File: config.mk
export PLATFORM = sky130hd
export DESIGN_NAME = gpio_input_capture
export DESIGN_NICKNAME = d
export VERILOG_FILES = /design/src/rtl/gpio_pkg.sv /design/src/rtl/gpio_debounce_bit.sv /design/src/rtl/gpio_input_capture.sv
export SDC_FILE = /design/constraint.sdc
export NUM_CORES = 1
export LEC_CHECK = 0
export CORE_MARGIN = 2
export CORE_UTILIZATION = 50
export DETAILED_ROUTE_END_ITERATION = 8
export PLACE_DENSITY = 0.69
export SKIP_CTS_REPAIR_TIMING = 1
export SLEW_MARGIN = 10
export SYNTH_ARGS = -nofsm -noshare
export SYNTH_HDL_FRONTEND = slang
export SYNTH_SLANG_ARGS = --single-unit
File: constraint.sdc
create_clock -name clk -period 15.7 [get_ports clk]
set_input_delay 1.57 -clock clk [delete_from_list [all_inputs] [get_ports clk]]
set_output_delay 1.57 -clock clk [all_outputs]
set_load 0.02 [all_outputs]
File: src/rtl/gpio_pkg.sv
// gpio_pkg: shared bus geometry and register map of the GPIO input-capture block.
package gpio_pkg;
    localparam int ADDR_W = 3;
    localparam int DATA_W = 32;
    localparam logic [ADDR_W-1:0] GPIO_REG_DATA     = 3'd0;
    localparam logic [ADDR_W-1:0] GPIO_REG_RAW      = 3'd1;
    localparam logic [ADDR_W-1:0] GPIO_REG_IRQ_MASK = 3'd2;
    localparam logic [ADDR_W-1:0] GPIO_REG_CAPTURE  = 3'd3;
    localparam logic [ADDR_W-1:0] GPIO_REG_RISE_EN  = 3'd4;
    localparam logic [ADDR_W-1:0] GPIO_REG_FALL_EN  = 3'd5;
endpackage

File: src/rtl/gpio_debounce_bit.sv
// gpio_debounce_bit: synchroniser chain plus tick-paced debouncer for one pin.
module gpio_debounce_bit #(
    parameter int SYNC_STAGES = 2,
    parameter int DB_SAMPLES  = 4
) (
    input  logic clk,
    input  logic reset,
    input  logic pin_i,
    input  logic tick_i,
    output logic sync_o,
    output logic stable_o
);
    logic [SYNC_STAGES-1:0] sync_q;
    logic [2:0]             cnt_q, cnt_d;
    logic                   stable_q, stable_d;

    assign sync_o   = sync_q[SYNC_STAGES-1];
    assign stable_o = stable_q;

    always_comb begin
        cnt_d    = cnt_q;
        stable_d = stable_q;
        if (tick_i) begin
            if (sync_o == stable_q) begin
                cnt_d = '0;
            end else if (cnt_q == 3'(DB_SAMPLES - 1)) begin
                stable_d = sync_o;
                cnt_d    = '0;
            end else begin
                cnt_d = cnt_q + 3'd1;
            end
        end
    end

    always_ff @(posedge clk or posedge reset) begin
        if (reset) begin
            sync_q   <= '0;
            cnt_q    <= '0;
            stable_q <= 1'b0;
        end else begin
            sync_q   <= {sync_q[SYNC_STAGES-2:0], pin_i};
            cnt_q    <= cnt_d;
            stable_q <= stable_d;
        end
    end
endmodule

File: src/rtl/gpio_input_capture.sv
// gpio_input_capture: debounced, edge-capturing GPIO inputs behind an Avalon-MM slave
// with a registered level interrupt.
module gpio_input_capture
    import gpio_pkg::*;
#(
    parameter int WIDTH       = 32,
    parameter int SYNC_STAGES = 2,
    parameter int TICK_DIV    = 25000,
    parameter int DB_SAMPLES  = 4
) (
    input  logic              clk,
    input  logic              reset,
    input  logic [WIDTH-1:0]  pins_i,
    input  logic [ADDR_W-1:0] avs_address,
    input  logic              avs_read,
    input  logic              avs_write,
    input  logic [DATA_W-1:0] avs_writedata,
    output logic [DATA_W-1:0] avs_readdata,
    output logic              irq
);
    localparam int PW = (TICK_DIV > 1) ? $clog2(TICK_DIV) : 1;

    logic [PW-1:0]     pre_q, pre_d;
    logic              tick;
    logic [WIDTH-1:0]  sync, stable, stable_dly_q;
    logic [WIDTH-1:0]  mask_q, mask_d, cap_q, cap_d, rise_en_q, rise_en_d, fall_en_q, fall_en_d;
    logic [WIDTH-1:0]  wdat, edge_hit;
    logic [DATA_W-1:0] rd_val, readdata_q;
    logic              irq_q;
    logic              unused_wdata;

    assign tick         = pre_q == PW'(TICK_DIV - 1);
    assign pre_d        = tick ? '0 : pre_q + PW'(1);
    assign wdat         = avs_writedata[WIDTH-1:0];
    assign unused_wdata = ^avs_writedata;

    for (genvar i = 0; i < WIDTH; i++) begin : g_bit
        gpio_debounce_bit #(
            .SYNC_STAGES(SYNC_STAGES),
            .DB_SAMPLES (DB_SAMPLES)
        ) u_db (
            .clk     (clk),
            .reset   (reset),
            .pin_i   (pins_i[i]),
            .tick_i  (tick),
            .sync_o  (sync[i]),
            .stable_o(stable[i])
        );
    end

    assign edge_hit = (stable & ~stable_dly_q & rise_en_q) | (~stable & stable_dly_q & fall_en_q);

    // Set wins over a same-cycle W1C of the same bit.
    always_comb begin
        mask_d    = (avs_write && avs_address == GPIO_REG_IRQ_MASK) ? wdat : mask_q;
        rise_en_d = (avs_write && avs_address == GPIO_REG_RISE_EN)  ? wdat : rise_en_q;
        fall_en_d = (avs_write && avs_address == GPIO_REG_FALL_EN)  ? wdat : fall_en_q;
        cap_d     = (cap_q & ~((avs_write && avs_address == GPIO_REG_CAPTURE) ? wdat : '0)) | edge_hit;
        case (avs_address)
            GPIO_REG_DATA:     rd_val = DATA_W'(stable);
            GPIO_REG_RAW:      rd_val = DATA_W'(sync);
            GPIO_REG_IRQ_MASK: rd_val = DATA_W'(mask_q);
            GPIO_REG_CAPTURE:  rd_val = DATA_W'(cap_q);
            GPIO_REG_RISE_EN:  rd_val = DATA_W'(rise_en_q);
            GPIO_REG_FALL_EN:  rd_val = DATA_W'(fall_en_q);
            default:           rd_val = '0;
        endcase
    end

    always_ff @(posedge clk or posedge reset) begin
        if (reset) begin
            pre_q        <= '0;
            stable_dly_q <= '0;
            mask_q       <= '0;
            cap_q        <= '0;
            rise_en_q    <= '0;
            fall_en_q    <= '0;
            readdata_q   <= '0;
            irq_q        <= 1'b0;
        end else begin
            pre_q        <= pre_d;
            stable_dly_q <= stable;
            mask_q       <= mask_d;
            cap_q        <= cap_d;
            rise_en_q    <= rise_en_d;
            fall_en_q    <= fall_en_d;
            readdata_q   <= avs_read ? rd_val : readdata_q;
            irq_q        <= |(cap_q & mask_q);
        end
    end

    assign avs_readdata = readdata_q;
    assign irq          = irq_q;
endmodule
After elaboration in Yosys (flattened, before gate mapping). Cells that the tools add are included.

Bits of input ports: 71. Register bits: 400. Word-level logic and storage cells: 355.

Muxes and demuxes: 67. Reduce and logical (&&, ||, !) cells: 38. Bitwise operators: 43. Equal/unequal tests: 70. $add $sub $neg: 33.

Operators with widths (number): 32-bit AND (6); 3-bit 2-to-1 mux (64); 32-bit one-hot mux with 6 select lines (1); 3-bit by 2-bit equality test with 1-bit output (second input constant) (34); 3-bit by 1-bit adder with 3-bit output (second input constant) (32); 32-bit inverter (3); 3-bit AND reduction (32); 32-bit bitwise OR (2); 1-bit equality test (32); 32-bit 2-to-1 mux (1); 1-bit inverter (32); 32-bit OR reduction (1); 15-bit by 1-bit adder with 15-bit output (second input constant) (1); 15-bit equality test (second input constant) (1); 15-bit 2-to-1 mux (1); 3-bit equality test (second input constant) (2); 1-bit logical AND (4); 3-bit by 1-bit equality test with 1-bit output (second input constant) (1); 3-bit zero test (1).

Logic depth before layout (Yosys ltp).
Depth after elaboration: 6. Mapped depth: 8.

Cells and area by module. A second synthesis with hierarchy kept.

Cells, all modules: 1469. Area total of the unflattened synthesis: 17898.4 um^2.

By module, submodules not included: gpio_input_capture (cells each 797, area each 9770.6 um^2, instances 1, seq. area each 5205.0 um^2); gpio_debounce_bit (cells each 21, area each 254.0 um^2, instances 32, seq. area each 150.1 um^2).

Worst setup path after synthesis. OpenSTA, ideal clock, no wires.

Path kind: in2reg. Start: input port avs_address[0]. End: register mask_q[10]. Setup time: 0.125 ns. Cell stages on the path: 6. Path buffers: 3. Data arrival time: 3.103 ns. Slack: 12.472 ns. Cell sequence: buf_2 nor2_1 and3_1 clkbuf_1 buf_1 mux2_2.

Longest elaborated chain between the ends: 2.

RTL lines: from (decl) (line gpio_input_capture.sv:14) `input logic [ADDR_W-1:0] avs_address,`; 3-bit by 2-bit equality test with 1-bit output (line gpio_input_capture.sv:55) `mask_d = (avs_write && avs_address == GPIO_REG_IRQ_MASK) ? wdat : mask_q;`; 1-bit logical AND (line gpio_input_capture.sv:55); to (signal assigned) (line gpio_input_capture.sv:83) `mask_q <= mask_d;`; to (decl) (line gpio_input_capture.sv:26) `logic [WIDTH-1:0] mask_q, mask_d, cap_q, cap_d, rise_en_q, rise_en_d, fall_en_q, fall_en_d;`.

Every way passes these cells. A chain may end at the register's enable or synchronous reset.

Worst setup path after layout.
Start: input port avs_address[2]. End: register mask_q[4].

The elaborated chain is that of the path after synthesis.

==> flow_summary.yaml <==
logic_synthesis:
  synth_seq_cells: 400
  ys_warn_count: 0
  synth_cell_types: 47
  syn_area_um2: 17150
  syn_area_per_cell_um2: 11.64
  postSynthCellCount: 1473
  async_flop_share_pct: 100.0
  ys.flop_type: "dfrtp_1"
  synth_edf_count: 0
  seq_area_frac_synth_pct: 58.36
  syn-num-nets: 1577
detailed_routing:
  drt_pass1_iterations: 8
  drt_wl_total_um: 38390
  ant_nets: 0
  vias: 11529
  routed_via_density: 5.638
  wl_per_cell_um: 18.77
  drc: 0
  drt_iter0_markers: 864
pwr:
  cellLeakagePower_nw: 9.330
  power_density_nw_per_um2: 121.7
  irDropWorstVdd_v: 0.00008031
sta:
  drv_slew: 0
  fin_setup_tns_ps: 0
  rsz0062_at_grt: "no"
  setup_viol: 0
  fin_crit_sh_pct: 24.69
  holdWs_ps: 346.6
  hold_viol: 0
  clock_skew_ps: 16.49
  relSlewSlack_pct: 25.56
  post-route-min-period_ps: 3877
  worst_slew_pin_slew_ps: 1114
  clock.fmax_ghz: 0.2580
cells_and_area:
  drive_gt1_share_pct: 15.09
  syn_to_final_growth_pct: 16.69
  diodes: 0
  final_cell_area_um2: 20010
  layout.cells.non_filler: 2045
  nets: 1670
  fillCellCount: 2699
critical_path:
  r2r_start: "pre_q[4]"
  cp-end-kind: "flop"
  slowest_delay_ps: 750
  r2r_end: "g_bit[17].u_db.cnt_q[0]"
  worstRegToRegCells: 5
  worstPathRequired_ps: 16110
  crit_slowest_cell: "nor2_1"
  startpoint_type: "input pin"
  critPathArrivalTime_ps: 4280
  path_cells: "buf_2 > buf_4 > nor2_1 > and3_1 > buf_4 > mux2_2"
  crit_top_cell: "buf_4"
  ff2ff_setup_slack_ps: 12890
  path_buf_inv: 3
  path_delay_family: "simple AND/OR/NAND/NOR gates"
  crit_fanout: 59
  worstSetupPathType: "in2reg"
clocking:
  htree_levels: 2
  cts_sinks: 400
  numCtsBuffers: 43
  root_buffer: "clkbuf_16"
  clk_path_buf_depth: 3
  cts_tree: "done"
  clk_pin_slew_ps: 60
  clk_latency_ps: 540
global_routing:
  grt_pass1_vias: 11622
  grt_util_all_layers_pct: 21.99
  antenna_found_initial: 1
  grt_pass1_wl_um: 62270
  grt-ovfl-total: 0
  grt_max_degree: 133
worst_hold_path:
  hold_path_end: "g_bit[22].u_db.sync_q[1]"
  hp-class: "reg2reg"
  holdPathStages: 0
  hp-start: "g_bit[22].u_db.sync_q[0]"
place:
  dpl.hpwl_um: 24820
  gp_congestion: 0.8370
  dp_cells: 1969
  placed_area_um2: 18580
  io_buffers: 103
floorplan:
  die_area_um2: 35800
  initial_core_util_pct: 51.02
  boundaryPins: 104
  rows: 67
  core_area_um2: 33620
  die_w_um: 189.2
  dieHeight_um: 189.2
outcome:
  status: "complete, no violations"
run:
  cap_violations: 0
==> sequential cells by signal, indices dropped and copies added (netlist names) <==
name and count:
avs_readdata 32, cap_q 32, fall_en_q 32, g_bit.u_db.cnt_q 96, g_bit.u_db.stable_o 32, g_bit.u_db.sync_q 64, irq 1, mask_q 32
pre_q 15, rise_en_q 32, stable_dly_q 32
==> per-stage QoR <==
stage / total power [W] / setup slack [ps] / utilization, %
2_1_floorplan: 0.001339 / 3006 / -
6_report: 0.002435 / 11820 / 59.53
5_1_grt: 0.002535 / 11490 / 59.53
3_5_place_dp: 0.001444 / 11220 / 55.27
3_3_place_gp: 0.001437 / 11240 / 55.27
4_1_cts: 0.002460 / 11750 / 59.53
==> layout make-up <==
class                      instances  area (um^2)  area share [%]
inverter                          36        142.6          0.7127
clock buffer                      62         1310           6.546
sequential                       400        10010           50.02
tap                              448        560.5           2.801
multi-input combinational        966         6724           33.60
timing repair buffer             119         1144           5.714
clock inverter                    14        122.6          0.6127
==> power by group <==
part	internal (W)	total (W)	switching, W
combinational	0.000129	0.000247	0.000118
clock	0.000610	0.00101	0.000399
sequential	0.00111	0.00118	0.0000667
total	0.00185	0.00244	0.000583
==> kinds of logic (layout without fill, tap and decap cells) <==
family / Yosys count / count (layout) / synth area share (%)
simple gates: 453 / 453 / 11.71
flops: 400 / 400 / 58.36
compound gates: 244 / 244 / 10.12
mux: 192 / 192 / 12.64
buf+inv: 107 / 231 / 2.510
xor+xnor: 44 / 44 / 2.247
fa+ha+maj: 33 / 33 / 2.408
==> synth_stat cells, types with 13 or more instances <==
| cell type | instances | area share, % |
|---|---|---|
| a21o_1 | 23 | 1.0 |
| a21oi_1 | 27 | 0.79 |
| a22oi_1 | 53 | 2.3 |
| and3_1 | 23 | 0.84 |
| buf_1 | 15 | 0.33 |
| buf_2 | 17 | 0.50 |
| clkbuf_1 | 38 | 0.83 |
| dfrtp_1 | 400 | 58 |
| ha_1 | 33 | 2.4 |
| inv_1 | 36 | 0.79 |
| mux2_1 | 37 | 2.4 |
| mux2_2 | 140 | 9.2 |
| mux2i_1 | 13 | 0.76 |
| nand2_1 | 226 | 4.9 |
| nand3_1 | 36 | 1.1 |
| nand3b_1 | 21 | 0.92 |
| nor2_1 | 104 | 2.3 |
| nor2b_1 | 15 | 0.55 |
| o211ai_1 | 14 | 0.61 |
| o21a_1 | 29 | 1.3 |
| o21ai_1 | 25 | 0.73 |
| o221ai_1 | 23 | 1.2 |
| o22ai_1 | 18 | 0.66 |
| xnor2_1 | 38 | 1.9 |
==> worst register-to-register path, stage by stage (launching register included) <==
cell and delay (ps):
dfrtp_1 410, or4_1 600, or4_4 830, buf_4 450, nor4_1 340, a21o_1 110
==> cell usage in the layout, fill, tap and decap left out, drive strengths merged, types with 3 or more instances in the layout <==
master         synthesis  layout
o221ai                23      23
mux2                 177     177
clkinv                 0      11
a221o                  5       5
o21ai                 32      32
inv                   36      36
mux2i                 13      13
nand3                 36      36
xnor2                 38      38
o211ai                14      14
and3                  23      23
a2111oi                4       4
nand2                226     226
a222oi                 5       5
a21oi                 27      27
nand3b                21      21
nor4                   7       7
clkbuf                38      62
xor2                   6       6
buf                   33      20
a21o                  23      23
ha                    33      33
or2                    3       3
or4                    3       3
nor2b                 15      15
o22ai                 18      18
nor2                 104     104
clkdlybuf4s50          0      99
a22oi                 53      53
o2bb2ai                7       7
o21a                  29      29
dfrtp                400     400
nand4                  6       6
==> layer usage <==
layer | global-route usage, % | vias up | routed length, um
met5 | 0 | - | 13
met4 | 8.594 | 2 | 1346
met3 | 3.522 | 79 | 1827
met2 | 34.33 | 292 | 17680
met1 | 31.05 | 5782 | 17520
li1 | - | 5374 | -
==> worst max-delay path by stage <==
stage | start | end | depth (start not counted)
after floorplan | reset | avs_readdata[0] | 1
after global placement | reset | g_bit[14].u_db.cnt_q[0] | 4
after detailed placement | reset | g_bit[14].u_db.cnt_q[0] | 4
after CTS | reset | avs_readdata[14] | 4
after global routing | reset | avs_readdata[14] | 4
final | avs_address[2] | mask_q[4] | 6
Note: power is estimated with default switching activity, not from simulation.
